`src/rtl/wb_arbiter.sv`:
```
// Write-back arbiter: queues ALU/LSU results in arrival order and retires one register write per cycle.
// Define WB_FWD_EN to enable the forwarding lookup (o_fwd_hit/o_fwd_data) into queued results.
module wb_arbiter #(
    parameter int DEPTH  = 4,
    parameter int DATA_W = 32,
    parameter int ADDR_W = 5
) (
    input  logic                       i_clk,
    input  logic                       i_rst,
    input  logic                       i_lsu_valid,
    input  logic [ADDR_W-1:0]          i_lsu_rd,
    input  logic [DATA_W-1:0]          i_lsu_data,
    output logic                       o_lsu_ready,
    input  logic                       i_alu_valid,
    input  logic [ADDR_W-1:0]          i_alu_rd,
    input  logic [DATA_W-1:0]          i_alu_data,
    output logic                       o_alu_ready,
    output logic                       o_rd_wren,
    output logic [ADDR_W-1:0]          o_rd_addr,
    output logic [DATA_W-1:0]          o_rd_data,
    output logic [31:0]                o_pending,
    output logic [$clog2(DEPTH):0]     o_count,
    input  logic [ADDR_W-1:0]          i_fwd_addr,
    output logic                       o_fwd_hit,
    output logic [DATA_W-1:0]          o_fwd_data
);
    localparam int PTR_W = $clog2(DEPTH);
    localparam int CNT_W = PTR_W + 1;
    localparam logic [CNT_W-1:0] DEPTH_C    = CNT_W'(DEPTH);
    localparam logic [CNT_W-1:0] DEPTH_M1_C = CNT_W'(DEPTH - 1);

    logic [ADDR_W-1:0] mem_addr_q [DEPTH];
    logic [DATA_W-1:0] mem_data_q [DEPTH];

    logic [PTR_W-1:0]  wr_ptr_q, wr_ptr_d;
    logic [PTR_W-1:0]  rd_ptr_q, rd_ptr_d;
    logic [CNT_W-1:0]  count_q, count_d;
    logic              rd_wren_q;
    logic [ADDR_W-1:0] rd_addr_q;
    logic [DATA_W-1:0] rd_data_q;

    logic              lsu_push;
    logic              alu_push;
    logic              pop;
    logic [PTR_W-1:0]  alu_slot;
    logic [DEPTH-1:0]  entry_valid;
    logic [31:0]       pending;

    // Readies look only at the registered count so they never combinationally depend on valid.
    assign o_lsu_ready = (count_q < DEPTH_C);
    assign o_alu_ready = (count_q < DEPTH_M1_C);

    assign lsu_push = i_lsu_valid && o_lsu_ready && (i_lsu_rd != '0);
    assign alu_push = i_alu_valid && o_alu_ready && (i_alu_rd != '0);
    assign pop      = (count_q != '0);

    // The ALU entry lands behind the LSU entry when both push together.
    assign alu_slot = wr_ptr_q + PTR_W'(lsu_push);
    assign wr_ptr_d = wr_ptr_q + PTR_W'(lsu_push) + PTR_W'(alu_push);
    assign rd_ptr_d = rd_ptr_q + PTR_W'(pop);
    assign count_d  = count_q + CNT_W'(lsu_push) + CNT_W'(alu_push) - CNT_W'(pop);

    always_ff @(posedge i_clk) begin
        if (lsu_push) begin
            mem_addr_q[wr_ptr_q] <= i_lsu_rd;
            mem_data_q[wr_ptr_q] <= i_lsu_data;
        end
        if (alu_push) begin
            mem_addr_q[alu_slot] <= i_alu_rd;
            mem_data_q[alu_slot] <= i_alu_data;
        end
    end

    always_ff @(posedge i_clk or posedge i_rst) begin
        if (i_rst) begin
            wr_ptr_q  <= '0;
            rd_ptr_q  <= '0;
            count_q   <= '0;
            rd_wren_q <= 1'b0;
            rd_addr_q <= '0;
            rd_data_q <= '0;
        end else begin
            wr_ptr_q  <= wr_ptr_d;
            rd_ptr_q  <= rd_ptr_d;
            count_q   <= count_d;
            rd_wren_q <= pop;
            if (pop) begin
                rd_addr_q <= mem_addr_q[rd_ptr_q];
                rd_data_q <= mem_data_q[rd_ptr_q];
            end
        end
    end

    // An entry is live when its distance from the read pointer is below the occupancy.
    for (genvar gi = 0; gi < DEPTH; gi++) begin : g_entry
        logic [PTR_W-1:0] age;
        assign age             = PTR_W'(gi) - rd_ptr_q;
        assign entry_valid[gi] = ({1'b0, age} < count_q);
    end

    always_comb begin
        pending = '0;
        if (rd_wren_q) begin
            pending[rd_addr_q] = 1'b1;
        end
        for (int i = 0; i < DEPTH; i++) begin
            if (entry_valid[i]) begin
                pending[mem_addr_q[i]] = 1'b1;
            end
        end
        pending[0] = 1'b0;
    end

`ifdef WB_FWD_EN
    logic [PTR_W-1:0]  fwd_idx;
    logic              fwd_hit;
    logic [DATA_W-1:0] fwd_data;

    // Walk oldest to youngest so the youngest match overwrites earlier ones.
    always_comb begin
        fwd_hit  = 1'b0;
        fwd_data = '0;
        fwd_idx  = '0;
        if (i_fwd_addr != '0) begin
            if (rd_wren_q && (rd_addr_q == i_fwd_addr)) begin
                fwd_hit  = 1'b1;
                fwd_data = rd_data_q;
            end
            for (int k = 0; k < DEPTH; k++) begin
                fwd_idx = rd_ptr_q + PTR_W'(k);
                if ((CNT_W'(k) < count_q) && (mem_addr_q[fwd_idx] == i_fwd_addr)) begin
                    fwd_hit  = 1'b1;
                    fwd_data = mem_data_q[fwd_idx];
                end
            end
        end
    end

    assign o_fwd_hit  = fwd_hit;
    assign o_fwd_data = fwd_data;
`else
    logic unused_fwd_addr;
    assign unused_fwd_addr = ^i_fwd_addr;
    assign o_fwd_hit       = 1'b0;
    assign o_fwd_data      = '0;
`endif

    assign o_rd_wren = rd_wren_q;
    assign o_rd_addr = rd_addr_q;
    assign o_rd_data = rd_data_q;
    assign o_pending = pending;
    assign o_count   = count_q;

endmodule
```
`config.mk`:
```
export PLATFORM = sky130hd
export DESIGN_NAME = wb_arbiter
export DESIGN_NICKNAME = d
export VERILOG_FILES = /design/src/rtl/wb_arbiter.sv
export SDC_FILE = /design/constraint.sdc
export NUM_CORES = 1
export LEC_CHECK = 0
export CORE_ASPECT_RATIO = 2
export CORE_MARGIN = 10
export CORE_UTILIZATION = 40
export CTS_BUF_LIST = sky130_fd_sc_hd__clkbuf_8
export DETAILED_ROUTE_END_ITERATION = 10
export MAX_ROUTING_LAYER = met4
export PLACE_DENSITY_LB_ADDON = 0.2
export RECOVER_POWER = 25
export SETUP_SLACK_MARGIN = 0.3
export SLEW_MARGIN = 40
export SYNTH_ARGS = -nofsm -noshare
export SYNTH_HDL_FRONTEND = slang
export SYNTH_SLANG_ARGS = --single-unit
```
`constraint.sdc`:
```
create_clock -name i_clk -period 8.7 [get_ports i_clk]
set_input_delay 2.61 -clock i_clk [delete_from_list [all_inputs] [get_ports i_clk]]
set_output_delay 2.61 -clock i_clk [all_outputs]
set_load 0.01 [all_outputs]
```
==> impl_metrics.py <==
metrics = {
    "worst_setup_path": {
        "cpMostUsedCell": "nor2b_1",
        "end_kind": "output pin",
        "cp_slowest_cell": "dfrtp_2",
        "crit_chain": "inv_1 > ha_1 > nor2b_1 > a2111o_1 > nor2b_1 > or4_1 > clkdlybuf4s50_1",
        "required_ns": 6.09,
        "path_delay_family": "simple AND/OR/NAND/NOR gates",
        "cp_data_arrival_time_ns": 3.72,
        "cp_max_fo": 19,
        "crit_type": "flip-flop to output pin",
        "critical_path_buf_inv_count": 2,
        "crit_path_start_kind": "flip-flop",
        "max_stage_delay_ns": 0.73,
    },
    "status": {
        "status": "complete, but fails checks",
        "violations": "max-capacitance violations, max-slew violations",
    },
    "detailed_routing": {
        "drtIter0Drc": 344,
        "routed_via_density": 5.72,
        "wl_per_cell_um": 26.0,
        "ant_nets": 0,
        "drt-total-wl_um": 33800,
        "num_vias": 7451,
        "drtPass1Iterations": 6,
        "drc": 0,
    },
    "timing": {
        "tightest_slew_ns": 3.02,
        "fin_crit_sh": 0.727,
        "clock_skew_ns": 0.0171,
        "slew_headroom": -1.01,
        "achievable-frequency_mhz": 158,
        "finalSetupTns_ns": 0,
        "min_period_ns": 6.33,
        "finalSetupViolCount": 0,
        "hold_viol_final": 0,
        "drv_slew": 84,
        "rsz0062_at_grt": "no",
    },
    "die": {
        "fp.dieH_um": 256,
        "initial_core_util": 0.404,
        "num_rows": 86,
        "die-area_um2": 35300,
        "core_area_um2": 27500,
        "die-width_um": 138,
        "io_pins": 191,
    },
    "logic_synthesis": {
        "ys_seq_elements": 193,
        "synth_edf_count": 148,
        "syn_area_um2": 11100,
        "synth-seq-area-share": 0.501,
        "ys_types": 58,
        "synth_ff_type": "edfxtp_1",
        "synth_area_per_cell_um2": 14.0,
        "ys.warnings.count": 0,
        "async_reset_ff_frac": 0.233,
        "syn_inst": 796,
    },
    "final_layout": {
        "drive_gt1_frac": 0.317,
        "areaGrowthSynthToFinish_pct": 20.3,
        "design_area_um2": 13400,
        "n_fill_cell": 2556,
        "finalNonFillerCells": 1303,
        "nets": 1031,
    },
    "cts": {
        "cts_buffer_depth": 2,
        "clkSlewWorstSetupHoldPaths_ns": 0.09,
        "numCtsBuffers": 17,
        "cts_tree": "done",
        "htree_levels": 4,
        "postCtsSetupBuffers": 0,
        "cts_sinks": 193,
        "clk_latency_ns": 0.48,
        "cts_root_buffer": "clkbuf_8",
        "cts_hold_buf": 0,
        "cts.repair.resized": 0,
    },
    "job": {
        "cap_violations": 2,
    },
    "place": {
        "place_congestion": 0.973,
        "dpl.cell_count": 1269,
        "dpl_cell_area_um2": 13000,
        "dp_hpwl_um": 24300,
        "io_buffers": 151,
    },
    "power": {
        "leakagePower_nw": 4.78,
        "irDropWorstVdd_mv": 0.144,
        "power.density_nw_per_um2": 329,
    },
    "grt": {
        "grt_antenna_before_repair": 1,
        "grt_usage": 0.197,
        "grt_max_degree": 46,
        "grt_overflow": 0,
        "grt_pass1_vias": 8139,
        "grt_pass1_wl_um": 49700,
    },
    "worst_hold_path": {
        "hp-class": "flip-flop to flip-flop",
    },
}
## sequential cells by signal, summed over array words and instances, names as in the netlist
name	cells
mem_data_q	128
wr_ptr_q	2
mem_addr_q	20
rd_ptr_q	2
o_rd_data	32
o_rd_addr	5
o_count	3
o_rd_wren	1
## layout make-up
class | count | area, µm² | share of cell area
well taps | 352 | 440 | 0.0329
clock buffers | 19 | 262 | 0.0195
repair buffers | 171 | 1700 | 0.127
multi-input cells | 532 | 5180 | 0.388
diodes | 1 | 2.50 | 0.000187
inverters | 22 | 83.8 | 0.00627
clock inverters | 13 | 131 | 0.00982
flip-flops and latches | 193 | 5570 | 0.417
## cells by family (layout without fill, tap and decap cells)
group / after synthesis / in the layout / share of synthesized area
buffers and inverters: 104 / 225 / 0.0555
DFF: 193 / 193 / 0.501
other: 1 / 35 / 0.000337
adders and majority gates: 11 / 11 / 0.0137
muxes: 222 / 222 / 0.275
xor gates and xnor gates: 6 / 6 / 0.00472
and+or+nand+nor: 165 / 165 / 0.0832
AOI/OAI and AO/OA: 94 / 94 / 0.0667
## synthesized netlist by cell type (all sizes together), types with 3 or more instances
master / n / area [µm²]
nor4: 4 / 25.0
xor2: 4 / 35.0
nand3: 22 / 110
o2111ai: 7 / 61.3
dfrtp: 45 / 1130
or2: 4 / 25.0
a21oi: 6 / 30.0
inv: 21 / 78.8
nor2b: 21 / 131
nand2: 26 / 97.6
o22ai: 27 / 169
and3b: 4 / 35.0
edfxtp: 148 / 4440
buf: 60 / 449
nand2b: 13 / 81.3
ha: 9 / 113
o21ai: 3 / 15.0
mux4: 37 / 833
nor3: 8 / 50.1
a32oi: 5 / 43.8
clkbuf: 22 / 83.8
a211o: 9 / 78.8
and2: 3 / 18.8
nand4: 5 / 31.3
or3: 7 / 43.8
nor3b: 4 / 30.0
nor2: 25 / 93.8
a2111oi: 6 / 80.1
or4: 4 / 30.0
nand3b: 7 / 52.6
a22oi: 17 / 128
nor4b: 3 / 26.3
mux2: 185 / 2230
## per-layer routing
layer,vias to the layer above,part of all wire,track usage,routed length (µm)
met5,-,0,-,0
met4,0,0.056,0.110,1880
met3,92,0.042,0.0263,1430
met2,278,0.57,0.367,19400
met1,3762,0.33,0.184,11100
li1,3319,-,-,-
## through the flow
stage	utilization	total power, mW	hold WS, ns	setup WS [ns]
finish	0.486	4.40	0.506	2.37
global route	0.486	4.65	0.530	2.19
CTS	0.485	4.46	0.515	2.09
detailed placement	0.471	3.87	0.492	2.63
global placement	0.467	3.80	0.489	2.31
floorplan	-	2.92	0.473	2.63
## power by group
| group | internal, mW | leakage [nW] | switching [mW] |
|---|---|---|---|
| sequential | 1.37 | 1.88 | 0.263 |
| clock | 0.271 | 0.211 | 0.320 |
| combinational | 1.07 | 2.69 | 1.11 |
## placed cells by master (no fill, tap or decap), drive strengths merged, types with 5 or more instances in the layout
| cell type | instances |
|---|---|
| ha | 9 |
| buf | 18 |
| a211o | 9 |
| clkdlybuf4s50 | 120 |
| nor2b | 21 |
| a2111oi | 6 |
| nand3b | 7 |
| clkbuf | 21 |
| nor2 | 25 |
| nand2b | 13 |
| o22ai | 27 |
| nor3 | 8 |
| or3 | 7 |
| a22oi | 17 |
| a21oi | 6 |
| mux2 | 185 |
| dlygate4sd3 | 31 |
| inv | 28 |
| edfxtp | 148 |
| o2111ai | 7 |
| a32oi | 5 |
| nand2 | 26 |
| nand4 | 5 |
| nand3 | 22 |
| conb | 34 |
| dfrtp | 45 |
| mux4 | 37 |
## final timing paths
path | cells past startpoint | end | slack [ns] | startpoint
worst max-delay path | 7 | o_pending[1] | 2.37 | rd_ptr_q[1]$_DFF_PP0_
worst min-delay path | 1 | o_rd_data[31]$_DFFE_PP0N_ | 0.51 | o_rd_data[31]$_DFFE_PP0N_
worst max register to register | 3 | o_rd_data[3]$_DFFE_PP0N_ | 5.13 | o_count[2]$_DFF_PP0_
worst min register to register | 1 | o_rd_data[31]$_DFFE_PP0N_ | 0.51 | o_rd_data[31]$_DFFE_PP0N_
max in group asynchronous | 3 | rd_ptr_q[0]$_DFF_PP0_ | 3.06 | i_rst
min in group asynchronous | 3 | o_rd_data[8]$_DFFE_PP0N_ | 3.71 | i_rst
## worst register-to-register path: cells and delay by family, from the launching register on
family        cells  cell delay [ns]
buf+inv           1             1.97
flops             1             0.63
mux               1             0.53
simple gates      1             0.33
Note: power is estimated with default switching activity, not from simulation.
